[src/rtl/l1_avgpool_stage.sv]
// l1_avgpool_stage
//   2x2 stride-2 average pool over the 32x32 layer-1 map (bank SEL_RD).
//   The 16x16 result goes to bank SEL_WR with round-half-up. The block also
//   tracks the largest value it writes.
//
// State table
//   state   | meaning
//   --------+---------------------------------------------------------
//   S_IDLE  | waiting for start; outputs quiet, csel holds last value
//   S_READ  | 4 cycles, crd=1, presents tap k address (k=0..3)
//   S_LAST  | crd=0, captures tap 3, registers result for the write
//   S_WRITE | cwr=1 for output o; then next window or finish
//   S_FIN   | done pulse, busy still high
//
// Ports
//   clk       system clock, rising edge
//   reset     asynchronous active-low reset
//   start     one-cycle start pulse, honoured only in S_IDLE
//   busy      high from the cycle after start until S_FIN completes
//   done      one-cycle pulse in S_FIN
//   crd       read strobe, caddr_rd read address, cdata_rd read data
//   cwr       write strobe, caddr_wr write address, cdata_wr write data
//   csel      memory bank select
//   gmax      maximum written value, valid at done
module l1_avgpool_stage #(
  parameter logic [2:0] SEL_RD  = 3'b011,
  parameter logic [2:0] SEL_WR  = 3'b101,
  parameter int         IN_DIM  = 32,
  parameter int         OUT_DIM = 16
) (
  input  logic        clk,
  input  logic        reset,
  input  logic        start,
  output logic        busy,
  output logic        done,
  output logic        crd,
  output logic [11:0] caddr_rd,
  input  logic [19:0] cdata_rd,
  output logic        cwr,
  output logic [11:0] caddr_wr,
  output logic [19:0] cdata_wr,
  output logic [2:0]  csel,
  output logic [19:0] gmax
);

  localparam logic [7:0] O_LAST = 8'(OUT_DIM * OUT_DIM - 1);

  typedef enum logic [2:0] {S_IDLE, S_READ, S_LAST, S_WRITE, S_FIN} state_t;

  state_t      state, state_nxt;
  logic [7:0]  o;
  logic [1:0]  k;
  logic [21:0] acc;
  logic [21:0] tap;
  logic [21:0] sum_rnd;
  logic [19:0] res;

  // Window base is (2*oy)*IN_DIM + 2*ox. Tap order is TL, TR, BL, BR.
  function automatic logic [11:0] rd_addr(input logic [7:0] idx, input logic [1:0] kk);
    logic [9:0] base;
    base = {idx[7:4], 1'b0, idx[3:0], 1'b0};
    return {2'b00, base + (kk[1] ? 10'(IN_DIM) : 10'd0) + {9'd0, kk[0]}};
  endfunction

  // Negative taps (bit 19 set) contribute zero.
  assign tap     = cdata_rd[19] ? 22'd0 : {2'b00, cdata_rd};
  assign sum_rnd = acc + tap + 22'd2;
  assign res     = sum_rnd[21:2];

  always_ff @(posedge clk or negedge reset) begin
    if (!reset) state <= S_IDLE;
    else        state <= state_nxt;
  end

  always_comb begin
    state_nxt = state;
    case (state)
      S_IDLE:  if (start) state_nxt = S_READ;
      S_READ:  if (k == 2'd3) state_nxt = S_LAST;
      S_LAST:  state_nxt = S_WRITE;
      S_WRITE: state_nxt = (o == O_LAST) ? S_FIN : S_READ;
      S_FIN:   state_nxt = S_IDLE;
      default: state_nxt = S_IDLE;
    endcase
  end

  // Outputs are registered on the edge that enters the state they belong to.
  // Taps 0..2 are captured at the end of READ k=0..2. Tap 3 is captured at the
  // end of LAST, while its address is still on caddr_rd.
  always_ff @(posedge clk or negedge reset) begin
    if (!reset) begin
      o        <= '0;
      k        <= '0;
      acc      <= '0;
      busy     <= 1'b0;
      done     <= 1'b0;
      crd      <= 1'b0;
      cwr      <= 1'b0;
      caddr_rd <= '0;
      caddr_wr <= '0;
      cdata_wr <= '0;
      csel     <= 3'b000;
      gmax     <= '0;
    end else begin
      case (state)
        S_IDLE: begin
          if (start) begin
            o        <= '0;
            k        <= '0;
            acc      <= '0;
            gmax     <= '0;
            busy     <= 1'b1;
            crd      <= 1'b1;
            csel     <= SEL_RD;
            caddr_rd <= rd_addr(8'd0, 2'd0);
          end
        end
        S_READ: begin
          if (k == 2'd3) begin
            crd <= 1'b0;
          end else begin
            acc      <= acc + tap;
            k        <= k + 2'd1;
            caddr_rd <= rd_addr(o, k + 2'd1);
          end
        end
        S_LAST: begin
          cdata_wr <= res;
          if (res > gmax) gmax <= res;
          acc      <= '0;
          cwr      <= 1'b1;
          csel     <= SEL_WR;
          caddr_wr <= {4'b0000, o};
        end
        S_WRITE: begin
          cwr <= 1'b0;
          k   <= '0;
          if (o == O_LAST) begin
            done <= 1'b1;
          end else begin
            o        <= o + 8'd1;
            crd      <= 1'b1;
            csel     <= SEL_RD;
            caddr_rd <= rd_addr(o + 8'd1, 2'd0);
          end
        end
        S_FIN: begin
          done <= 1'b0;
          busy <= 1'b0;
        end
        default: ;
      endcase
    end
  end

endmodule

[config.mk]
export PLATFORM = sky130hd
export DESIGN_NAME = l1_avgpool_stage
export DESIGN_NICKNAME = d
export VERILOG_FILES = /design/src/rtl/l1_avgpool_stage.sv
export SDC_FILE = /design/constraint.sdc
export NUM_CORES = 1
export LEC_CHECK = 0
export ABC_AREA = 1
export BUFFER_PORTS_ARGS = -buffer_cell sky130_fd_sc_hd__clkbuf_2
export CORE_MARGIN = 8
export CORE_UTILIZATION = 33
export CTS_CLUSTER_SIZE = 25
export DETAILED_ROUTE_END_ITERATION = 8
export GPL_TIMING_DRIVEN = 0
export PLACE_DENSITY = 0.48
export SLEW_MARGIN = 20
export SYNTH_ARGS = -nofsm -noshare
export SYNTH_HDL_FRONTEND = slang
export SYNTH_SLANG_ARGS = --single-unit
[constraint.sdc]
create_clock -name clk -period 5.25 [get_ports clk]
set_input_delay 0.525 -clock clk [delete_from_list [all_inputs] [get_ports clk]]
set_output_delay 0.525 -clock clk [all_outputs]
set_load 0.005 [all_outputs]
==> run_results.csv <==
group,metric,value,unit
global_routing,grt_pass1_wl,32000,um
floorplan,die_w,159,um
synthesis,yosysTopAreaCell,"dfrtp_1",
power_and_ir_drop,powerDensity,553,mW/mm^2
cells_and_area,seqCellArea,0.00250,sq mm
sta,fin_skew,0.0102,ns
routing,routed_wl,19000,um
routing,antenna_left,0,
setup_path,cp-start-kind,"input pin",
power_and_ir_drop,ir_drop,0.236,mV
synthesis,yosys.area.top_type_share,37.1,%
routing,num_vias,6114,
cells_and_area,fin_cells,1344,
synthesis,synth_seq_cells,100,
clock_tree,clock_sinks,100,
cells_and_area,final_util,39.5,%
setup_path,cp_max_fo,10,
cells_and_area,drive_above_1_share,18.2,%
floorplan,core_area,0.0202,sq mm
synthesis,yosysWarnings,0,
routing,drt-initial-drc-count,277,
global_routing,antenna_found_initial,0,
synthesis,ys.flop_type,"dfrtp_1",
setup_path,r2r_end,"gmax[0]",
place,placedCellCount,1322,
cells_and_area,multi_input_area,0.00345,sq mm
clock_tree,cts_root_buf,"clkbuf_16",
power_and_ir_drop,leakagePower,4.31,nW
synthesis,synth_edf_count,0,
floorplan,die_y,159,um
setup_path,cp_data_arrival_time,4.94,ns
place,portBuffers,86,
global_routing,grt-ovfl-total,0,
sta,tightest_slew,0.691,ns
floorplan,rows,52,
setup_path,cp-startpoint,"cdata_rd[19]",
routing,drc,0,
routing,wl_per_cell,14.2,um
synthesis,ys_seq_area_share,37.1,%
clock_tree,clk_path_buf_depth,2,
synthesis,netlist_area,0.00675,sq mm
clock_tree,cts_tree,"built",
sta,period_share,89.7,%
sta,report.final.slew_viol_count,0,
floorplan,io_pins,94,
setup_path,slowest_delay,0.36,ns
sta,fmax,212,MHz
clock_tree,clkLatencyLatePin,0.35,ns
synthesis,syn_inst,960,
cells_and_area,antenna_cells,0,
setup_path,rr_worst_depth,29,
floorplan,die_area,0.0253,sq mm
setup_path,crit_path_frequent_cell,"nand2_1",
global_routing,grt.total_usage,15.4,%
routing,vias_per_cell,4.55,
synthesis,yosys-top-cells-count,"285 x nand2_1, 173 x inv_1, 100 x dfrtp_1",
sta,setup_viol,0,
status,status,"finished, final reports clean",
floorplan,initial_core_util,33.4,%
setup_path,endpoint_kind,"flop",
routing,dr.pass1.iters,5,
place,place_hpwl,15500,um
sta,hold_violations,0,
setup_path,worstPathRequired,5.48,ns
synthesis,synth_area_leaders,"dfrtp_1 37%, nand2_1 16%, inv_1 9.6%, ha_1 7.8%, nor2_1 4.2%",
synthesis,syn_avg_cell_area,7.03,sq um
worst_hold_path,hp-class,"in -> async",
place,gp_congestion,0.816,
global_routing,grt_start_max_net_pins,59,
place,placed_cell_area,0.00757,sq mm
sta,rsz0062_at_grt,"no",
job,drv_cap,0,
setup_path,reg2reg_from,"acc[0]",
setup_path,worst-setup-path-type,"in -> reg",
cells_and_area,fill_cells,2226,
sta,relSlewSlack,53.6,%
global_routing,grt_pass1_vias,6238,
cells_and_area,nNetsFinal,1135,
setup_path,r2r_slack,0.76,ns
clock_tree,clk_pin_slew,0.07,ns
clock_tree,cts_hold_buf,0,
cells_and_area,post-route-cell-area,0.00796,sq mm
sta,min_period,4.71,ns
synthesis,async_flop_share,100,%
power_and_ir_drop,power,4.40,mW
sta,holdWs,0.102,ns
clock_tree,htree_levels,3,
synthesis,synth.most_common_cell,"nand2_1",
setup_path,crit_slowest_cell,"ha_1",
clock_tree,cts_buffers,9,
synthesis,synth_cell_types,41,
cells_and_area,syn_to_final_growth,18.0,%
[worst max-delay path by stage]
stage                          end  slack [ns]  depth (start not counted)
after floorplan           gmax[12]        0.70                         30
after global placement    gmax[13]       -0.51                         28
after detailed placement  gmax[13]       -0.52                         28
after CTS                 gmax[13]        0.07                         28
after global routing       gmax[4]        0.02                         31
final                      gmax[0]        0.54                         28
[cells by family after synthesis]
| group | Yosys count | share of synthesized area [%] |
|---|---|---|
| AOI/OAI and AO/OA | 115 | 9.68 |
| xor gates and xnor gates | 6 | 0.890 |
| adders and majority gates | 43 | 8.09 |
| buffers and inverters | 211 | 12.3 |
| DFF | 100 | 37.1 |
| other | 1 | 0.0556 |
| and+or+nand+nor | 484 | 31.9 |
[cells in the final DEF (no fill, tap or decap), drive strengths merged, types with 21 or more instances in the layout]
master and n:
nand4 21, a21oi 27, dfrtp 100, nand2 303
nor2 92, nand3 53, clkbuf 107, o21ai 52
ha 42, inv 190
[metal layers]
metal  GRT usage [%]  part of all wire [%]  up-vias
met2            26.6                    47      102
li1                -                     -     3222
met3            3.26                   3.8        8
met4            2.19                  0.55        0
met1            19.9                    48     2782
met5               0                     0        -
[power breakdown]
part	internal, mW	switching [mW]
combinational	0.848	1.56
sequential	1.05	0.202
clock	0.425	0.315
[sequential cells by signal, summed over array words and instances (netlist names)]
| name | count |
|---|---|
| crd | 1 |
| caddr_wr | 8 |
| k | 2 |
| state | 3 |
| busy | 1 |
| gmax | 20 |
| caddr_rd | 10 |
| acc | 22 |
| o | 8 |
| done | 1 |
| cdata_wr | 20 |
| cwr | 1 |
| csel | 3 |
[worst max-delay path, delay by kind of cell]
kind | cells | cell delay (ns)
compound gates | 3 | 0.56
fa+ha+maj | 2 | 0.67
buf+inv | 7 | 1.07
simple gates | 16 | 2.10
[area by class of cell]
| class | count | area share (%) |
|---|---|---|
| buffer | 24 | 1.63 |
| clock inverter | 7 | 1.30 |
| timing repair buffer | 93 | 6.43 |
| tap | 270 | 4.24 |
| inverter | 187 | 8.82 |
| clock buffer | 9 | 2.83 |
| multi-input combinational | 654 | 43.3 |
| sequential | 100 | 31.4 |
[stage by stage]
| step | setup WS [ns] | TNS [ns] |
|---|---|---|
| 2_1_floorplan | 0.703 | 0 |
| 3_3_place_gp | -0.509 | -9.32 |
| 3_5_place_dp | -0.517 | -9.54 |
| 4_1_cts | 0.0673 | 0 |
| 5_1_grt | 0.0248 | 0 |
| 6_report | 0.538 | 0 |
[timing repair]
action,4_1_cts,5_1_grt
pin swaps,0,2
gates resized for setup,1,10
setup endpoints to repair,20,20
buffers inserted,0,6
Power figures use the tool's default switching activity.
